$ cat src/rtl/axil_arbiter_priority_wr_pkg.sv
// Shared AXI-Lite interconnect definitions.
// Holds the arbiter FSM state encoding, shared by the write and read arbiters.
package axil_arbiter_priority_wr_pkg;

  typedef enum logic [1:0] {
    StIdle   = 2'd0,
    StActive = 2'd1,
    StResp   = 2'd2
  } axil_arb_state_e;

endpackage

$ cat src/rtl/axil_arbiter_priority_wr_encoder.sv
// Fixed-priority encoder: index 0 has the highest priority.
// Produces a one-hot grant and its binary index. Both outputs are zero when req_i is zero.
module axil_priority_encoder #(
  parameter int unsigned NUM_MASTERS = 4,
  parameter int unsigned IDX_WIDTH   = (NUM_MASTERS > 1) ? $clog2(NUM_MASTERS) : 1
) (
  input  logic [NUM_MASTERS-1:0] req_i,
  output logic [NUM_MASTERS-1:0] grant_o,
  output logic [IDX_WIDTH-1:0]   idx_o
);

  always_comb begin
    grant_o = '0;
    idx_o   = '0;
    // Walk from the highest index down, so the lowest set bit is written last and wins.
    for (int i = NUM_MASTERS - 1; i >= 0; i--) begin
      if (req_i[i]) begin
        grant_o    = '0;
        grant_o[i] = 1'b1;
        idx_o      = IDX_WIDTH'(i);
      end
    end
  end

endmodule

$ cat src/rtl/axil_arbiter_priority_wr.sv
// AXI-Lite write-path arbiter with fixed priority (master 0 highest).
// It holds the grant from AW/W acceptance through the B handshake. All outputs are registered.
module axil_arbiter_priority_wr
  import axil_arbiter_priority_wr_pkg::*;
#(
  parameter int unsigned NUM_MASTERS = 4,
  parameter int unsigned IDX_WIDTH   = (NUM_MASTERS > 1) ? $clog2(NUM_MASTERS) : 1
) (
  input  logic                   aclk,
  input  logic                   areset,
  input  logic [NUM_MASTERS-1:0] req,
  input  logic                   aw_hs,
  input  logic                   w_hs,
  input  logic                   b_hs,
  output logic [NUM_MASTERS-1:0] grant,
  output logic [IDX_WIDTH-1:0]   grant_idx,
  output logic                   busy
);

  axil_arb_state_e        state_q, state_d;
  logic [NUM_MASTERS-1:0] grant_q, grant_d;
  logic [IDX_WIDTH-1:0]   idx_q, idx_d;
  logic                   busy_q, busy_d;
  logic                   aw_done_q, aw_done_d;
  logic                   w_done_q, w_done_d;

  logic [NUM_MASTERS-1:0] enc_grant;
  logic [IDX_WIDTH-1:0]   enc_idx;

  axil_priority_encoder #(
    .NUM_MASTERS(NUM_MASTERS),
    .IDX_WIDTH  (IDX_WIDTH)
  ) u_encoder (
    .req_i  (req),
    .grant_o(enc_grant),
    .idx_o  (enc_idx)
  );

  always_comb begin
    state_d   = state_q;
    grant_d   = grant_q;
    idx_d     = idx_q;
    busy_d    = busy_q;
    aw_done_d = aw_done_q;
    w_done_d  = w_done_q;
    case (state_q)
      StIdle: begin
        if (|req) begin
          grant_d = enc_grant;
          idx_d   = enc_idx;
          busy_d  = 1'b1;
          state_d = StActive;
        end
      end
      StActive: begin
        // Both halves may complete in the same cycle or in either order.
        if ((aw_done_q || aw_hs) && (w_done_q || w_hs)) begin
          aw_done_d = 1'b0;
          w_done_d  = 1'b0;
          state_d   = StResp;
        end else begin
          aw_done_d = aw_done_q || aw_hs;
          w_done_d  = w_done_q || w_hs;
        end
      end
      StResp: begin
        if (b_hs) begin
          grant_d = '0;
          idx_d   = '0;
          busy_d  = 1'b0;
          state_d = StIdle;
        end
      end
      default: begin
        grant_d   = '0;
        idx_d     = '0;
        busy_d    = 1'b0;
        aw_done_d = 1'b0;
        w_done_d  = 1'b0;
        state_d   = StIdle;
      end
    endcase
  end

  always_ff @(posedge aclk or posedge areset) begin
    if (areset) begin
      state_q   <= StIdle;
      grant_q   <= '0;
      idx_q     <= '0;
      busy_q    <= 1'b0;
      aw_done_q <= 1'b0;
      w_done_q  <= 1'b0;
    end else begin
      state_q   <= state_d;
      grant_q   <= grant_d;
      idx_q     <= idx_d;
      busy_q    <= busy_d;
      aw_done_q <= aw_done_d;
      w_done_q  <= w_done_d;
    end
  end

  assign grant     = grant_q;
  assign grant_idx = idx_q;
  assign busy      = busy_q;

endmodule

$ cat config.mk
export PLATFORM = sky130hd
export DESIGN_NAME = axil_arbiter_priority_wr
export DESIGN_NICKNAME = d
export VERILOG_FILES = /design/src/rtl/axil_arbiter_priority_wr_pkg.sv /design/src/rtl/axil_arbiter_priority_wr_encoder.sv /design/src/rtl/axil_arbiter_priority_wr.sv
export SDC_FILE = /design/constraint.sdc
export NUM_CORES = 1
export LEC_CHECK = 0
export CAP_MARGIN = 0
export CORE_AREA = 4 4 41 43
export CTS_CLUSTER_DIAMETER = 150
export DETAILED_ROUTE_END_ITERATION = 7
export DIE_AREA = 0 0 45 47
export PLACE_DENSITY_LB_ADDON = 0.25
export SYNTH_ARGS = -nofsm -noshare
export SYNTH_HDL_FRONTEND = slang
export SYNTH_SLANG_ARGS = --single-unit
$ cat constraint.sdc
create_clock -name aclk -period 1.5 [get_ports aclk]
set_input_delay 0.15 -clock aclk [delete_from_list [all_inputs] [get_ports aclk]]
set_output_delay 0.15 -clock aclk [all_outputs]
set_load 0.1 [all_outputs]
Word-level counts from Yosys, hierarchy flattened
Cells that the tools add are included.

word-level totals
  input bits = 9
  output and inout port bits = 7
  bits in registers = 11
  word-level logic and storage cells = 44

cells by class
  equal/unequal tests = 5
  multiplexer cells = 24
  bitwise logic cells = 1
  reductions and logical operators = 8

operator list
  kind                number
  $mux 4              6
  $mux 2              8
  $pmux 2 s3          2
  $pmux 4 s3          1
  $ne 2x2->1 const B  3
  $reduce_and 3->1    2
  $mux 1              4
  $pmux 1 s2          2
  $reduce_or 4->1     1
  $pmux 1 s3          1
  $eq 2x1->1 const B  1
  $eq 2x2->1 const B  1
  $logic_not 2->1     1
  $logic_or 1x1->1    2
  $reduce_or 2->1     1
  $logic_and 1x1->1   1
  $not 1->1           1

Logic depth before layout (Yosys ltp)
Gate-level depths: netlist of run 1.

  depth in word-level cells = 6
  depth in mapped cells = 4

Hierarchy
Synthesis of run 1 repeated with hierarchy kept, for this count alone.

second synthesis, totals
  cell total of the unflattened synthesis = 59
  area, all modules = 560.5 µm²

by module, submodules not included
  module                    sequential area each (µm²)  instances  cells an instance  area each (µm²)
  axil_arbiter_priority_wr  275.3                       1          50                 500.5
  axil_priority_encoder     0.0                         1          9                  60.1

Worst setup path after synthesis of run 1
Ideal clock, no wire load.

  path kind = register -> register
  from = register grant_idx[0] (netlist name)
  to = register idx_q[0], in the netlist grant_idx[0]
  cell stages (with the launch flop) = 4
  required time = 1.364 ns
  buffers on the path = 0
  period minus slack after synthesis = 1.386 ns
  arrival = 1.250 ns
  path slack = 0.114 ns
  cells stage by stage = dfrtp_1 > nor2b_1 > o31ai_1 > o21ai_1

RTL lines
  element                 RTL line                        source
  end signal: assignment  axil_arbiter_priority_wr.sv:96  idx_q <= idx_d;
  end: declaration        axil_arbiter_priority_wr.sv:22  logic [IDX_WIDTH-1:0] idx_q, idx_d;

Worst setup path after layout of run 1
  from = register state_q[0]
  to = register idx_q[1], in the netlist grant_idx[1]

between the ends
  longest elaborated chain between the ends = 3
  elaborated cells between the ends (all ways) = 8
  classes of those cells = eq/ne: 4; mux: 1; bitwise: 1; reduce/logical: 2

ends and longest elaborated chain
  element                                                   RTL line                        source
  start: declaration                                        axil_arbiter_priority_wr.sv:20  axil_arb_state_e state_q, state_d;
  start signal: assignment                                  axil_arbiter_priority_wr.sv:87  state_q <= StIdle;
  start signal: assignment                                  axil_arbiter_priority_wr.sv:94  state_q <= state_d;
  $eq 2x2->1 (tied with other cells)                        axil_arbiter_priority_wr.sv:46  case (state_q)
  $ne 2x2->1 (no source line) or $not 1->1 (tied branches)  n/a
  $reduce_and 3->1 (no source line)                         n/a

Parallel ways exist; a longest one is shown, timed or not.
A chain may end at the register's enable or synchronous reset.

==> results of run 1 <==
worst max-delay path: stages (launching register included):
cell	delay [ns]
dfrtp_1	0.41
or4_4	0.58
nor2_2	0.10
a2bb2oi_1	0.17
path summary, 6_finish.rpt:
check / slack, ns / start / end / cells past startpoint
max in group asynchronous: 1.04 / areset / state_q[1] / 2
min in group aclk: 0.55 / busy / busy / 2
min: 0.16 / areset / state_q[0] / 2
min reg2reg: 0.55 / busy / busy / 2
max reg2reg: 0.15 / state_q[0] / grant_idx[1] / 3
max: 0.15 / state_q[0] / grant_idx[1] / 3
routing by layer:
layer	vias to the layer above	share of wire (%)	global-route usage [%]	wire length (um)
met2	14	48	27.4	592
met1	225	43	16.9	538
met4	0	2.5	10.5	31
li1	246	-	-	-
met5	-	0	0	0
met3	4	6.8	3.45	85
where the power goes:
group | switching (mW) | total [mW] | leakage [nW] | internal, mW
registers | 0.120 | 0.530 | 0.141 | 0.410
clock network | 0.103 | 0.206 | 0.0150 | 0.103
logic | 0.701 | 1.14 | 0.205 | 0.440
cells in the mapped netlist (all sizes together):
cell / n / area [um2]
a21oi: 6 / 30.0
a2bb2oi: 1 / 8.76
a31oi: 1 / 6.26
buf: 1 / 11.3
dfrtp: 11 / 275
inv: 7 / 26.3
nand2: 3 / 11.3
nand3: 1 / 5.00
nor2: 4 / 17.5
nor2b: 4 / 25.0
nor3: 1 / 5.00
nor4: 1 / 6.26
o211ai: 1 / 7.51
o21ai: 5 / 25.0
o21bai: 1 / 7.51
o22ai: 2 / 12.5
o31ai: 1 / 7.51
o32ai: 1 / 16.3
or2: 1 / 6.26
or3: 2 / 12.5
or4: 1 / 11.3
final cells by class:
| cell class | count | area (um2) | share of cell area (%) |
|---|---|---|---|
| timing repair buffer | 20 | 258 | 31.2 |
| tap | 15 | 18.8 | 2.27 |
| inverter | 7 | 26.3 | 3.18 |
| multi-input combinational | 37 | 221 | 26.8 |
| sequential | 11 | 275 | 33.3 |
| clock buffer | 4 | 26.3 | 3.18 |
flip-flops by register name (all words and copies together), names as in the netlist:
register	count
aw_done_q	1
grant_idx	2
busy	1
state_q	2
w_done_q	1
grant	4
logic make-up after synthesis:
kind of cell,after synthesis
compound gates,19
buf+inv,8
flops,11
simple gates,18
==> qor.txt, run 1 <==
leakage power = 0.361 nW
RSZ-0062 raised after global routing = no
overall routing resource usage = 15.7%
Arr. time, crit path = 1.53 ns
area added between synthesis and finish = 54.6%
Post-Synth XOR/XNOR Area = 0%
main combinational cell family by area after synthesis = compound AO/OA/AOI/OAI gates
sequential fraction of the synthesis area = 51.5%
post-synthesis cell area = 534 um2
Worst Path Required = 1.69 ns
final net count = 89
worst hold margin = 0.159 ns
layout cell share with drive strength beyond 1 = 24.1%
H-tree level count = 1
pins over their slew limit = 0
Final Hold Fails = 0
CTS tree = yes
Placed Area = 800 um2
Worst-path clk slew = 0.08 ns
DRC violations left = 0
Pwr per Cell Area = 2270 mW/mm2
CTS Root Cell = clkbuf_4
DP HPWL = 977 um
Design Area, Final = 826 um2
vias in the first global route = 521
cts bufs inserted = 3
Ant. Diodes = 0
Pre-antenna DRT Iters = 4
Die H = 47 um
Synth Area in Adders = 0%
Post-Synth Simple-Gate Area = 18.7%
Via Count = 489
chip width = 45 um
post-synthesis mux area share = 0%
non-filler cells, final = 94
Placement Rows = 13
nature of the critical path startpoint = flop
min Tclk post-route = 1.35 ns
Yosys reg bits = 11
nature of the critical path endpoint = flop
Placer Congestion = 0.829
actual slew at the worst max-slew pin = 0.422 ns
initial antenna violation count = 0
CP Class = reg -> reg
Routed WL = 1250 um
Max Fclk = 0.742 GHz
Post-CTS Setup Bufs = 0
drt wl/cell = 13.3 um
Synth warnings = 0
period utilization = 89.8%
outcome = finished, final reports clean
most frequent cells in the layout = dfrtp_1, clkdlybuf4s50_1, inv_1, buf_12, a21oi_1
placed instance count = 90
clk_lat worst skew = 0.27 ns
synthesized instance count = 56
fillers = 113
DIE AREA = 0.00212 mm2
synthesized area per cell = 9.54 um2
min setup slack post-route = 0.152 ns
largest net degree at the start of global routing = 12
post-place setup slack = 0.0360 ns
clock sink total = 11
core area = 0.00130 mm2
commonest non-fill, non-tap cell in the layout = dfrtp_1
I/O Pins = 16
PortBufs = 15
initial drt markers = 6
CP max FO = 4
Peak VDD IR = 0.00114 V
final setup fails = 0
Initial Utilization = 41.1%
Util after Layout = 63.5%
Mapped Nets = 65
Slew headroom = 71.8%
Via density = 5.20
Resize count post-CTS = 0
Yosys cell types = 23
MaxCap Viol Count = 0
setup_tns = 0 ns
Final ANT Viol Nets = 0
deepest clock path buffer count = 2
total gr overflow = 0
compound-gate portion of the synthesized area = 22.7%
Total Power = 1.88 mW
Final Skew = 0.0102 ns
CTS Hold Buffers Added = 0
hold crit path type = in -> async
first-pass GRT wire length = 2310 um
No activity file was read; power rests on OpenSTA's default activity.
==> inputs of run 2 (changes only) <==
==> constraint.sdc (replaced) <==
create_clock -name aclk -period 1.4 [get_ports aclk]
set_input_delay 0.14 -clock aclk [delete_from_list [all_inputs] [get_ports aclk]]
set_output_delay 0.14 -clock aclk [all_outputs]
set_load 0.1 [all_outputs]
==> qor.txt, run 2 (synthesized netlist as in run 1, its figures left out) <==
leakage power = 0.364 nW (was 0.361 nW)
cts bufs inserted = 3 (unchanged)
commonest non-fill, non-tap cell in the layout = dfrtp_1 (unchanged)
initial antenna violation count = 0 (unchanged)
MaxCap Viol Count = 0 (unchanged)
nature of the critical path startpoint = flop (unchanged)
final setup fails = 0 (unchanged)
period utilization = 93.1% (was 89.8%)
non-filler cells, final = 94 (unchanged)
Initial Utilization = 41.1% (unchanged)
CTS tree = yes (unchanged)
CTS Hold Buffers Added = 0 (unchanged)
Ant. Diodes = 0 (unchanged)
pins over their slew limit = 0 (unchanged)
most frequent cells in the layout = dfrtp_1, clkdlybuf4s50_1, inv_1, buf_12, a21oi_1 (unchanged)
RSZ-0062 raised after global routing = no (unchanged)
Peak VDD IR = 0.00126 V (was 0.00114 V)
total gr overflow = 0 (unchanged)
CP Class = reg -> reg (unchanged)
Placement Rows = 13 (unchanged)
Final Hold Fails = 0 (unchanged)
Via Count = 492 (was 489)
Via density = 5.23 (was 5.20)
deepest clock path buffer count = 2 (unchanged)
largest net degree at the start of global routing = 12 (unchanged)
Slew headroom = 71.9% (was 71.8%)
DIE AREA = 0.00212 mm2 (unchanged)
Final Skew = 0.00994 ns (was 0.0102 ns)
layout cell share with drive strength beyond 1 = 26.6% (was 24.1%)
H-tree level count = 1 (unchanged)
I/O Pins = 16 (unchanged)
Pwr per Cell Area = 2430 mW/mm2 (was 2270 mW/mm2)
Die H = 47 um (unchanged)
Placer Congestion = 0.829 (unchanged)
clk_lat worst skew = 0.27 ns (about the same)
setup_tns = 0 ns (unchanged)
outcome = finished, final reports clean (unchanged)
min Tclk post-route = 1.30 ns (was 1.35 ns)
placed instance count = 90 (unchanged)
overall routing resource usage = 15.7% (unchanged)
WL met3 = 81 um (was 85 um)
DRC violations left = 0 (unchanged)
core area = 0.00130 mm2 (unchanged)
Final ANT Viol Nets = 0 (unchanged)
actual slew at the worst max-slew pin = 0.421 ns (was 0.422 ns)
PortBufs = 15 (unchanged)
nature of the critical path endpoint = flop (unchanged)
Placed Area = 800 um2 (unchanged)
highest metal used = met4 (unchanged)
first-pass GRT wire length = 2310 um (unchanged)
chip width = 45 um (unchanged)
vias in the first global route = 521 (unchanged)
worst hold margin = 0.150 ns (was 0.159 ns)
CP max FO = 4 (unchanged)
clock sink total = 11 (unchanged)
initial drt markers = 7 (was 6)
Max Fclk = 0.767 GHz (was 0.742 GHz)
DP HPWL = 977 um (unchanged)
Util after Layout = 64.1% (was 63.5%)
CTS Root Cell = clkbuf_4 (unchanged)
drt wl/cell = 13.2 um (was 13.3 um)
Worst Path Required = 1.59 ns (was 1.69 ns)
max FFs per register = 4 (unchanged)
hold crit path type = in -> async (unchanged)
Design Area, Final = 835 um2 (was 826 um2)
Arr. time, crit path = 1.49 ns (was 1.53 ns)
area added between synthesis and finish = 56.2% (was 54.6%)
met1 WL = 540 um (was 538 um)
met2 wire length = 600 um (was 592 um)
final net count = 89 (unchanged)
Routed WL = 1250 um (about the same)
Worst-path clk slew = 0.08 ns (about the same)
Pre-antenna DRT Iters = 4 (unchanged)
-- run 2: cell types whose count changed in the layout (fill, tap and decap cells not counted) --
cell       change
a2bb2oi_2      +1
nor2b_2        +1
a2bb2oi_1      -1
nor2b_1        -1
-- run 2: repair_timing --
item,4_1_cts,5_1_grt
setup buffers,0,0
gates resized for setup,0,2
setup endpoints to repair,0,2
-- run 2: cell type report --
type | count | area, um2
Fill cell | 113 | 467
Clock buffer | 4 | 26.3
Multi-Input combinational cell | 37 | 230
Tap cell | 15 | 18.8
Inverter | 7 | 26.3
Sequential cell | 11 | 275
Timing Repair Buffer | 20 | 258
-- run 2: layer usage --
layer,global-route usage (%),up-vias
met3,3.45,2
met5,0,-
met1,16.9,230
met4,10.5,0
li1,-,246
met2,27.4,14
-- run 2: where the power goes --
part	internal, mW	total, mW	switching, mW
Clock	0.110	0.220	0.109
Sequential	0.440	0.569	0.130
Combinational	0.480	1.24	0.759
Total	1.03	2.03	0.998
-- run 2: per-stage QoR --
stage	total power [mW]	worst slack, ns
after floorplan	1.33	0.0138
after global placement	1.79	-0.0211
after detailed placement	1.81	-0.0540
after CTS	2.03	0.0483
after global routing	2.17	0.0248
final	2.03	0.0966
-- run 2: critical path, cell delays in order, from the launching register on --
cell     delay, ns
dfrtp_1       0.40
or4_4         0.56
o32ai_2       0.26
-- run 2: path summary, 6_finish.rpt --
path / endpoint / cells past startpoint / slack (ns) / start
min in group aclk: busy / 2 / 0.55 / busy
max in group asynchronous: state_q[1] / 2 / 0.95 / areset
setup reg to reg: grant[3] / 2 / 0.1 / state_q[1]
setup / recovery: grant[3] / 2 / 0.1 / state_q[1]
hold / removal: state_q[0] / 2 / 0.15 / areset
hold reg to reg: busy / 2 / 0.55 / busy
